[src/rtl/bp_pkg.sv]
// Shared constants and helpers for the branch predictor blocks.
package bp_pkg;

  localparam int PC_IDX_LSB = 2;

  function automatic int clog2(input int n);
    int r;
    r = 0;
    while ((1 << r) < n) r++;
    return r;
  endfunction

  function automatic int ctr_max(input int width);
    return (1 << width) - 1;
  endfunction

  // "Weakly not taken": one below the taken threshold.
  function automatic int init_ctr(input int width);
    return (1 << (width - 1)) - 1;
  endfunction

endpackage

[src/rtl/sat_ctr_next.sv]
// Next value of an up/down saturating counter; holds when idle.
module sat_ctr_next
  import bp_pkg::*;
#(
  parameter int WIDTH = 2
) (
  input  logic [WIDTH-1:0] ctr,
  input  logic             up,
  input  logic             dn,
  output logic [WIDTH-1:0] nxt
);

  logic [WIDTH:0] ext;
  logic [WIDTH:0] sum;

  // One extra bit catches both overflow and underflow.
  always_comb begin
    ext = {1'b0, ctr};
    sum = ext;
    nxt = ctr;
    if (up && !dn) begin
      sum = ext + 1'b1;
      nxt = sum[WIDTH] ? WIDTH'(ctr_max(WIDTH)) : sum[WIDTH-1:0];
    end else if (dn && !up) begin
      sum = ext - 1'b1;
      nxt = sum[WIDTH] ? '0 : sum[WIDTH-1:0];
    end
  end

endmodule

[src/rtl/bht_predictor.sv]
// Branch history table with 1-cycle lookup and update bypass.
// Define BHT_GSHARE_EN for gshare (PC xor global history) indexing.
module bht_predictor
  import bp_pkg::*;
#(
  parameter int PC_WIDTH  = 32,
  parameter int LINES     = 128,
  parameter int CTR_WIDTH = 2,
  parameter int INIT_CTR  = init_ctr(CTR_WIDTH),
  localparam int IDX_W    = clog2(LINES)
) (
  input  logic                clk,
  input  logic                rst,
  input  logic [PC_WIDTH-1:0] pc_guess,
  input  logic                is_br_guess,
  output logic                pred_valid,
  output logic                pred_taken,
  output logic [IDX_W-1:0]    hist_guess,
  input  logic [PC_WIDTH-1:0] pc_check,
  input  logic                is_br_check,
  input  logic                br_taken_check,
  input  logic [IDX_W-1:0]    hist_check
);

  logic [CTR_WIDTH-1:0] table_q [LINES];
  logic [IDX_W-1:0]     idx;
  logic [IDX_W-1:0]     uidx;
  logic [IDX_W-1:0]     hist_src;
  logic [CTR_WIDTH-1:0] ctr_cur;
  logic [CTR_WIDTH-1:0] ctr_nxt;
  logic                 up;
  logic                 dn;
  logic                 hit;
  logic                 pred_bit;
  logic                 unused;

  assign unused = ^{pc_guess, pc_check, hist_check};

`ifdef BHT_GSHARE_EN
  logic [IDX_W-1:0] ghr_q;

  always_ff @(posedge clk) begin
    if (rst) begin
      ghr_q <= '0;
    end else if (is_br_check) begin
      ghr_q <= IDX_W'({ghr_q, br_taken_check});
    end
  end

  assign hist_src = ghr_q;
  assign idx  = pc_guess[PC_IDX_LSB +: IDX_W] ^ ghr_q;
  assign uidx = pc_check[PC_IDX_LSB +: IDX_W] ^ hist_check;
`else
  assign hist_src = '0;
  assign idx  = pc_guess[PC_IDX_LSB +: IDX_W];
  assign uidx = pc_check[PC_IDX_LSB +: IDX_W];
`endif

  assign up      = is_br_check & br_taken_check;
  assign dn      = is_br_check & ~br_taken_check;
  assign ctr_cur = table_q[uidx];

  sat_ctr_next #(
    .WIDTH(CTR_WIDTH)
  ) u_next (
    .ctr(ctr_cur),
    .up (up),
    .dn (dn),
    .nxt(ctr_nxt)
  );

  // A lookup colliding with an update sees the post-update counter.
  assign hit      = is_br_check && (idx == uidx);
  assign pred_bit = hit ? ctr_nxt[CTR_WIDTH-1]
                        : table_q[idx][CTR_WIDTH-1];

  always_ff @(posedge clk) begin
    if (rst) begin
      for (int i = 0; i < LINES; i++) begin
        table_q[i] <= CTR_WIDTH'(INIT_CTR);
      end
      pred_valid <= 1'b0;
      pred_taken <= 1'b0;
      hist_guess <= '0;
    end else begin
      if (is_br_check) begin
        table_q[uidx] <= ctr_nxt;
      end
      pred_valid <= is_br_guess;
      pred_taken <= pred_bit;
      hist_guess <= hist_src;
    end
  end

endmodule

[config.mk]
export PLATFORM = sky130hd
export DESIGN_NAME = bht_predictor
export DESIGN_NICKNAME = d
export VERILOG_FILES = /design/src/rtl/bp_pkg.sv /design/src/rtl/sat_ctr_next.sv /design/src/rtl/bht_predictor.sv
export SDC_FILE = /design/constraint.sdc
export NUM_CORES = 1
export LEC_CHECK = 0
export ABC_AREA = 0
export BUFFER_PORTS_ARGS = -buffer_cell sky130_fd_sc_hd__buf_4
export CAP_MARGIN = 20
export CORE_ASPECT_RATIO = 2
export CORE_MARGIN = 5
export CORE_UTILIZATION = 60
export DETAILED_ROUTE_END_ITERATION = 12
export PLACE_DENSITY = 0.79
export RECOVER_POWER = 50
export SLEW_MARGIN = 0
export SYNTH_ARGS = -nofsm -noshare
export SYNTH_HDL_FRONTEND = slang
export SYNTH_SLANG_ARGS = --single-unit
[constraint.sdc]
create_clock -name clk -period 3.1 [get_ports clk]
set_input_delay 0 -clock clk [delete_from_list [all_inputs] [get_ports clk]]
set_output_delay 0 -clock clk [all_outputs]
set_load 0.01 [all_outputs]
# Word level (Yosys, flattened, before mapping)
# Memory sizes are Yosys's and may differ from the RTL's.
# Index checks and enable logic that the tools add are counted.
[op_classes]
n_bitwise = 3
n_addsub = 2
muxes = 13
reduce_logical = 6
n_eq_ne = 1
[ops]
columns = ["cell", "count"]
rows = [
  ["2-bit 2-to-1 mux", 5],
  ["7-bit equality test", 1],
  ["1-bit 2-to-1 mux", 7],
  ["7-bit 2-to-1 mux", 1],
  ["2-bit by 1-bit adder with 3-bit output (second input constant)", 1],
  ["1-bit logical AND", 3],
  ["2-bit by 1-bit subtractor with 3-bit output (second input constant)", 1],
  ["1-bit AND", 2],
  ["1-bit zero test", 2],
  ["2-bit OR reduction", 1],
  ["1-bit inverter", 1],
]
[word_totals]
memories = 1
regBits = 2
elab_cells = 28
ramBits = 256
output_inout_bits = 9
inputBits = 76
[memory_table]
columns = ["memory", "words", "word_bits", "rd", "rd_ports_with_merged_regs", "write_ports", "line", "rtl"]
rows = [
  ["table_q", 128, 2, 2, 0, 128, "bht_predictor.sv:25", "logic [CTR_WIDTH-1:0] table_q [LINES];"],
]

# Logic depth before layout (Yosys ltp)
# Gate-level depths: netlist of run 1.
[depth]
depth_word = 6
mapped_depth = 14

# Modules after synthesis
# From an unflattened synthesis of run 1, not the netlist that was laid out.
[hier_totals]
cells_unflattened = 1199
hier_area_um2 = 13968.4
[modules_own_cells]
columns = ["mod", "area_per_inst_um2", "n_inst", "seq_area_each_um2", "cells_per_inst"]
rows = [
  ["bht_predictor", 13902.1, 1, 7727.4, 1189],
  ["sat_ctr_next", 66.3, 1, 0.0, 10],
]

# Worst setup path before layout of run 1
# No wires, ideal clock.
[synth_path]
kind = "reg-to-reg"
start = "mem table_q[45][1]"
end = "mem table_q[117][1], data pin"
path_stages_with_launch = 11
t_arrival_ns = 2.347
required_ns = 2.828
setup_slack_ns = 0.481
path_buffers = 2
path_cell_list = "edfxtp_1 > mux4_2 > a22oi_1 > a31o_2 > o31ai_1 > a2111oi_4 > nand2_1 > a22oi_4 > buf_12 > buf_12 > nor3_2"
[synth_rtl]
columns = ["element", "line"]
rows = [
  ["start: declaration", "bht_predictor.sv:25"],
]

==> results of run 1 <==
==> cells in the final DEF (no fill, tap or decap), drive strengths merged, types with 10 or more instances in the layout <==
cell / Yosys / layout
edfxtp: 256 / 256
nand3: 136 / 136
buf: 78 / 131
nor3: 124 / 124
o21bai: 112 / 112
mux4: 70 / 70
nand2: 51 / 51
nor2: 48 / 48
clkbuf: 65 / 45
mux2i: 37 / 37
nand2b: 23 / 23
mux2: 21 / 21
a221oi: 14 / 14
nor2b: 10 / 10
clkinv: 0 / 10
==> area by class of cell <==
class / count / area [µm²] / share of cell area
Sequential cell: 258 / 7727 / 0.4599
Multi-Input combinational cell: 765 / 6427 / 0.3825
Timing Repair Buffer: 154 / 1416 / 0.08430
Clock buffer: 25 / 583.1 / 0.03470
Tap cell: 336 / 420.4 / 0.02502
Clock inverter: 16 / 212.7 / 0.01266
Inverter: 4 / 15.01 / 0.0008936
==> worst reg2reg max path, delay by kind of cell (launching register included) <==
family	cells	cell delay [ns]
compound gates	5	1.22
buf+inv	2	0.41
flops	1	0.42
mux	1	0.52
simple gates	2	0.22
==> kinds of logic after synthesis <==
kind of cell    after synthesis  synth area share
flops                       258            0.5141
other cells                   1         0.0002495
compound gates              195            0.1003
simple gates                428            0.1752
mux                         128            0.1453
buf+inv                     147           0.06077
xor+xnor                      7          0.004079
==> metal layers <==
layer | up-vias | share of wire | GRT usage
met5 | - | 0 | 0
met4 | 0 | 0.097 | 0.2426
met3 | 274 | 0.11 | 0.05334
met2 | 935 | 0.50 | 0.5641
met1 | 5458 | 0.29 | 0.3700
li1 | 4608 | - | -
==> repair_timing <==
action,in CTS,in global routing
hold endpoints to repair,2,0
endpoints found under the setup margin,0,237
hold buffers,3,0
resized for setup,0,3
setup buffers,0,5
==> state kept, by name (all words and copies together), names as in the netlist <==
| register | count |
|---|---|
| pred_valid | 1 |
| table_q | 256 |
| pred_taken | 1 |
==> how the worst min path moves through the flow <==
| stage | slack [ns] | end | depth (start not counted) |
|---|---|---|---|
| final | 0.03 | table_q[28][0] | 4 |
| after global routing | 0.06 | table_q[30][0] | 4 |
| after CTS | 0.04 | table_q[28][0] | 4 |
| after detailed placement | 0.22 | pred_valid | 2 |
| after global placement | 0.22 | pred_valid | 2 |
| after floorplan | 0.13 | pred_valid | 1 |
==> where the power goes <==
group	internal [µW]	total (µW)	switching, µW
Clock	1780	3090	1310
Combinational	543	1380	841
Sequential	3890	3920	39.3
==> metrics by stage <==
| stage | total power (µW) | std cells | hold slack, ns | utilization |
|---|---|---|---|---|
| after floorplan | 4871 | 1170 | 0.1282 | - |
| after global placement | 5221 | 1505 | 0.2161 | 0.6377 |
| after detailed placement | 5242 | 1505 | 0.2172 | 0.6377 |
| after CTS | 8257 | 1549 | 0.03794 | 0.6708 |
| after global routing | 8571 | 1558 | 0.06344 | 0.6739 |
| final | 8401 | 1558 | 0.03345 | 0.6739 |
==> impl_results.md, run 1 <==
* CP Buf/Inv Count at 2
* RR Startpoint: table_q[41][1]
* Initial antenna violation count at 0
* Pins Over Slew Limit at 135
* Drt via density at 7.237
* Drt wl/cell at 30.43 µm
* Peak supply drop at 0.0004149 V
* Core area at 24930 µm²
* First-pass GRT wire length at between 60000 and 70000 µm
* Final nets at roughly 1300
* Worst Setup End Kind: flip-flop
* Area share of the largest cell type after synthesis at 0.5114
* Final Critical Period at ~3 ns
* Initial Util at 0.6029
* Total negative slack at 0 ns
* Max clock buf depth at 3
* Slew @ Worst Pin at between 2 and 2.5 ns
* Proportion of layout cells with a drive suffix above 1 at 0.3077
* Grt total ovfl at 0
* Initial DRT Pass Iterations at 9
* Layout Skew at around 0.018 ns
* FP Rows at 82
* Worst Setup SP: table_q[41][1]
* Cell Area, Placed at 15900 µm²
* Count of input and output buffers at 20
* Final WS setup at 0.04032 ns
* Clk Latency, worst-skew pair at 0.54 ns
* Cell Area, Synth at between 15000 and 20000 µm²
* Main flop type after synthesis: edfxtp_1
* DP Wirelength at 31810 µm
* Sink Count at roughly 260
* Final setup fails at 0
* Fmax at about 0.33 GHz
* FF+latch count, synth at 258
* Pleak at 0.004885 µW
* CTS tree: done
* Period utilization at 0.9870
* R2r setup slk at 0.04 ns
* Hold Crit Class: input port to flip-flop
* CP endpoint: table_q[13][1]
* Ant. Diodes at 0
* Status: finished with violations
* Crit Reg-Reg Endpoint: table_q[13][1]
* Avg Cell Area, Syn at 12.91 µm²
* Synth cell count leaders: edfxtp_1, nand3_1, o21bai_1, nor3_2, mux4_2
* EDFF count, synth at about 260
* Failing checks: capacitance limit, slew limit
* Most used cell, CP: buf_12
* Min-Delay Startpoint: pc_check[7]
* Reg2Reg Depth at 10
* Die Y at 233.8 µm
* Largest net degree at the start of global routing at between 100 and 150
* Vias in the first global route at 11340
* P per Cell Area at 500.0 nW/µm²
* CP Depth at 10
* Worst Path Required at 3.35 ns
* CP Cell Sequence: mux4_2 > a22oi_1 > a31o_2 > o31ai_1 > a2111oi_4 > nand2_1 > a22oi_4 > buf_12 > buf_12 > nor3_2
* Setup WS pre-CTS at -0.08470 ns
* Ports at 85
* Gr usage total at 0.3307
* Num CTS Buffers at 23
* Fill count at 1729
* Ys async rst share at 0
* Vias at 11280
* CP top delay family: compound AO/OA/AOI/OAI gates
* Crit path kind: flip-flop to flip-flop
* Mapped Cells at 1164
* RePlAce Congestion at 1.005
* Clock Tree Root: clkbuf_16
* Residual DRC at 0
* Post-synth top area cell: edfxtp_1
* DIE AREA at roughly 29000 µm²
* Routed WL at 47420 µm
* Synth unique cells at 67
* Ys Warns at 0
* Largest stage delay, worst path at 0.52 ns
* Worst-path clk slew at ~0.070 ns
* Max-slew headroom at -0.3531
* DR iter-0 viols at 1645
* Htree depth at 1
* Final hold vios at 0
* Post-synthesis sequential area ratio at 0.5141
* Maximum Capacitance Violations at 2
* Most frequent cell after synthesis: edfxtp_1
* Synth top area cells: edfxtp_1, mux4_2, nor3_2
* Finished Cell Area at 16800 µm²
* Antenna-violating nets left at 0
* Die X at 121.9 µm
* Crit path launch type: flip-flop
* CP max-delay cell: mux4_2
* Area grow syn2layout at 11.79%
* Worst Path Arrival at approximately 3.3 ns
* CP max FO at 16
Note: power is estimated with default switching activity, not from simulation.
==> inputs of run 2 (changes only) <==
- CTS_BUF_LIST: unset -> sky130_fd_sc_hd__clkbuf_4
==> run 2 against run 1 <==
- the flow still finishes with violations (capacitance limit, slew limit)
- power is 6.1% lower
- cell area decreased by 0.41%
- final cell count up 4.0%
- worst setup slack got worse by 0.0061 ns
- clock power is 14% lower
- core utilization shrank 0.28 points
- die area unchanged
- global-route usage shrank 0.098 points
- via count increased by 0.11%
- hold slack better by 0.031 ns
- sequential cell count is the same
- highest routed layer unchanged
==> impl_results.md, run 2 (synthesized netlist as in run 1, its figures left out) <==
* Status: finished with violations (unchanged)
* Failing checks: capacitance limit, slew limit (unchanged)
* Reg2Reg Depth at 10 (unchanged)
* Antenna-violating nets left at 0 (unchanged)
* Min-Delay Startpoint: pc_guess[5] (was pc_check[7])
* DR iter-0 viols at 1398 (was 1645)
* Crit path kind: flip-flop to flip-flop (unchanged)
* Finished Layout Cells at 1620 (was 1558)
* Drt via density at 6.967 (was 7.237)
* First-pass GRT wire length at 68810 µm (was 69260 µm)
* Layout Skew at 0.04656 ns (was 0.01802 ns)
* Fmax at 0.3262 GHz (was 0.3268 GHz)
* RePlAce Congestion at 1.005 (unchanged)
* DP Cell Count at 1505 (unchanged)
* DIE AREA at 28510 µm² (unchanged)
* Crit path launch type: flip-flop (unchanged)
* Max reg flops at 256 (unchanged)
* Num CTS Buffers at 55 (was 23)
* Drt wl/cell at 28.54 µm (was 30.43 µm)
* Residual DRC at 0 (unchanged)
* Overall power at 7890 µW (was 8401 µW)
* Worst Path Required at 3.51 ns (was 3.35 ns)
* Unrepaired setup endpoints after global routing: yes
* Initial DRT Pass Iterations at 8 (was 9)
* Final setup fails at 0 (unchanged)
* Largest net degree at the start of global routing at 103 (unchanged)
* Gr usage total at 0.3297 (was 0.3307)
* R2r setup slk at 0.03 ns (was 0.04 ns)
* Worst-path clk slew at 0.07 ns (about the same)
* Sink Count at 258 (unchanged)
* Proportion of layout cells with a drive suffix above 1 at 0.3328 (was 0.3077)
* Ports at 85 (unchanged)
* Vias at 11290 (was 11280)
* Max-slew headroom at -0.3468 (was -0.3531)
* Period utilization at 0.9890 (was 0.9870)
* Routed WL at 46240 µm (was 47420 µm)
* Hold Crit Depth at 7 (was 4)
* Final hold vios at 0 (unchanged)
* FP Rows at 82 (unchanged)
* Max clock buf depth at 3 (unchanged)
* Count of input and output buffers at 20 (unchanged)
* Worst Setup End Kind: flip-flop (unchanged)
* Pleak at 0.004933 µW (was 0.004885 µW)
* Biggest registers after layout: table_q: 256 flops, pred_taken: 1 flops, pred_valid: 1 flops (unchanged)
* Final Critical Period at 3.066 ns (was 3.060 ns)
* Htree depth at 2 (was 1)
* Die X at 121.9 µm (unchanged)
* Grt total ovfl at 0 (unchanged)
* DP Wirelength at 31810 µm (unchanged)
* Most common cell after layout, fill and taps aside: edfxtp_1 (unchanged)
* RR Startpoint: table_q[41][1] (unchanged)
* Hold Crit Class: input port to flip-flop (unchanged)
* P per Cell Area at 471.5 nW/µm² (was 500.0 nW/µm²)
* CP max FO at 16 (unchanged)
* CTS tree: done (unchanged)
* Die Y at 233.8 µm (unchanged)
* Peak supply drop at 0.0004110 V (was 0.0004149 V)
* Crit Reg-Reg Endpoint: table_q[46][1] (was table_q[13][1])
* Initial antenna violation count at 2 (was 0)
* Clock Tree Root: clkbuf_4 (was clkbuf_16)
* Worst Path Arrival at 3.48 ns (was 3.31 ns)
* Final nets at 1318 (was 1282)
* Core area at 24930 µm² (unchanged)
* Area grow syn2layout at 11.33% (was 11.79%)
* Initial Util at 0.6029 (unchanged)
* Clk Latency, worst-skew pair at 0.72 ns (was 0.54 ns)
* Maximum Capacitance Violations at 1 (was 2)
* Largest Register: table_q (unchanged)
* Hold endpoint: pred_taken (was table_q[28][0])
* Vias in the first global route at 11490 (was 11340)
* Commonest cells after routing, fill and taps aside: edfxtp_1, nand3_1, o21bai_1 (was edfxtp_1, nand3_1, o21bai_1, buf_4, nor3_2)
* Slew @ Worst Pin at 2.020 ns (was 2.030 ns)
* Pins Over Slew Limit at 103 (was 135)
[run 2: cell types whose count changed in the layout (fill, tap and decap cells not counted), moves of 2 or more]
cell / change
bufinv_16: -4
buf_4: -2
dlygate4sd3_1: +11
clkbuf_16: -26
clkbuf_4: +86
inv_2: +3
clkbuf_1: -3
[run 2: repair_timing]
action | in CTS | in global routing
setup endpoints to repair | 3 | 53
pin swaps | 1 | 3
resized for setup | 0 | 0
setup buffers | 0 | 1
cloned | 0 | 1
hold buffers | 14 | 0
endpoints found under the hold margin | 160 | 0
[run 2: through the flow]
stage / hold slack (ns) / utilization / setup TNS (ns) / area, µm² / worst slack [ns]
finish: 0.06457 / 0.6712 / 0 / 16730 / 0.03420
global route: 0.1124 / 0.6712 / -0.01293 / 16730 / -0.008605
CTS: 0.04661 / 0.6722 / 0 / 16760 / 0.01532
detailed placement: 0.2172 / 0.6377 / -4.589 / 15900 / -0.08470
global placement: 0.2161 / 0.6377 / 0 / 15900 / 0.005782
floorplan: 0.1282 / - / 0 / 15050 / 0.4810
[run 2: per-layer routing]
metal	up-vias	routed length (µm)	track usage
li1	4721	-	-
met1	5436	13760	0.3609
met2	883	23270	0.5596
met3	247	4786	0.06300
met4	0	4417	0.2504
met5	-	0	0
[run 2: worst max-delay path, cell delays in order (launching register included)]
cell and delay (ns):
edfxtp_1 0.41, mux4_2 0.52, a22oi_1 0.19, a31o_2 0.20
o31ai_1 0.12, a2111oi_4 0.43, nand2_1 0.16, a22oi_4 0.30
buf_12 0.22, buf_12 0.18, nor3_2 0.05
[run 2: cell type report]
type                       count  area (µm²)
timing repair buffer         158        1428
inverter                       4       15.01
antenna                        1       2.502
tap                          336       420.4
clock buffer                  86       645.6
clock inverter                12       75.07
multi-input combinational    765        6420
sequential                   258        7727
fill                        1764        8198
[run 2: worst max-delay path by stage]
stage | endpoint | slack, ns | start
2_1_floorplan | table_q[117][1] | 0.48 | table_q[45][1]
3_3_place_gp | table_q[35][0] | 0.006 | pc_check[2]
3_5_place_dp | table_q[46][1] | -0.08 | pc_check[2]
4_1_cts | table_q[46][1] | 0.02 | table_q[41][1]
5_1_grt | table_q[46][1] | -0.009 | table_q[40][1]
6_report | table_q[46][1] | 0.03 | table_q[41][1]
[run 2: power by group]
part           switching [µW]  internal (µW)
Clock                    1310           1340
Sequential               38.2           3880
Combinational             806            507
Total                    2160           5730
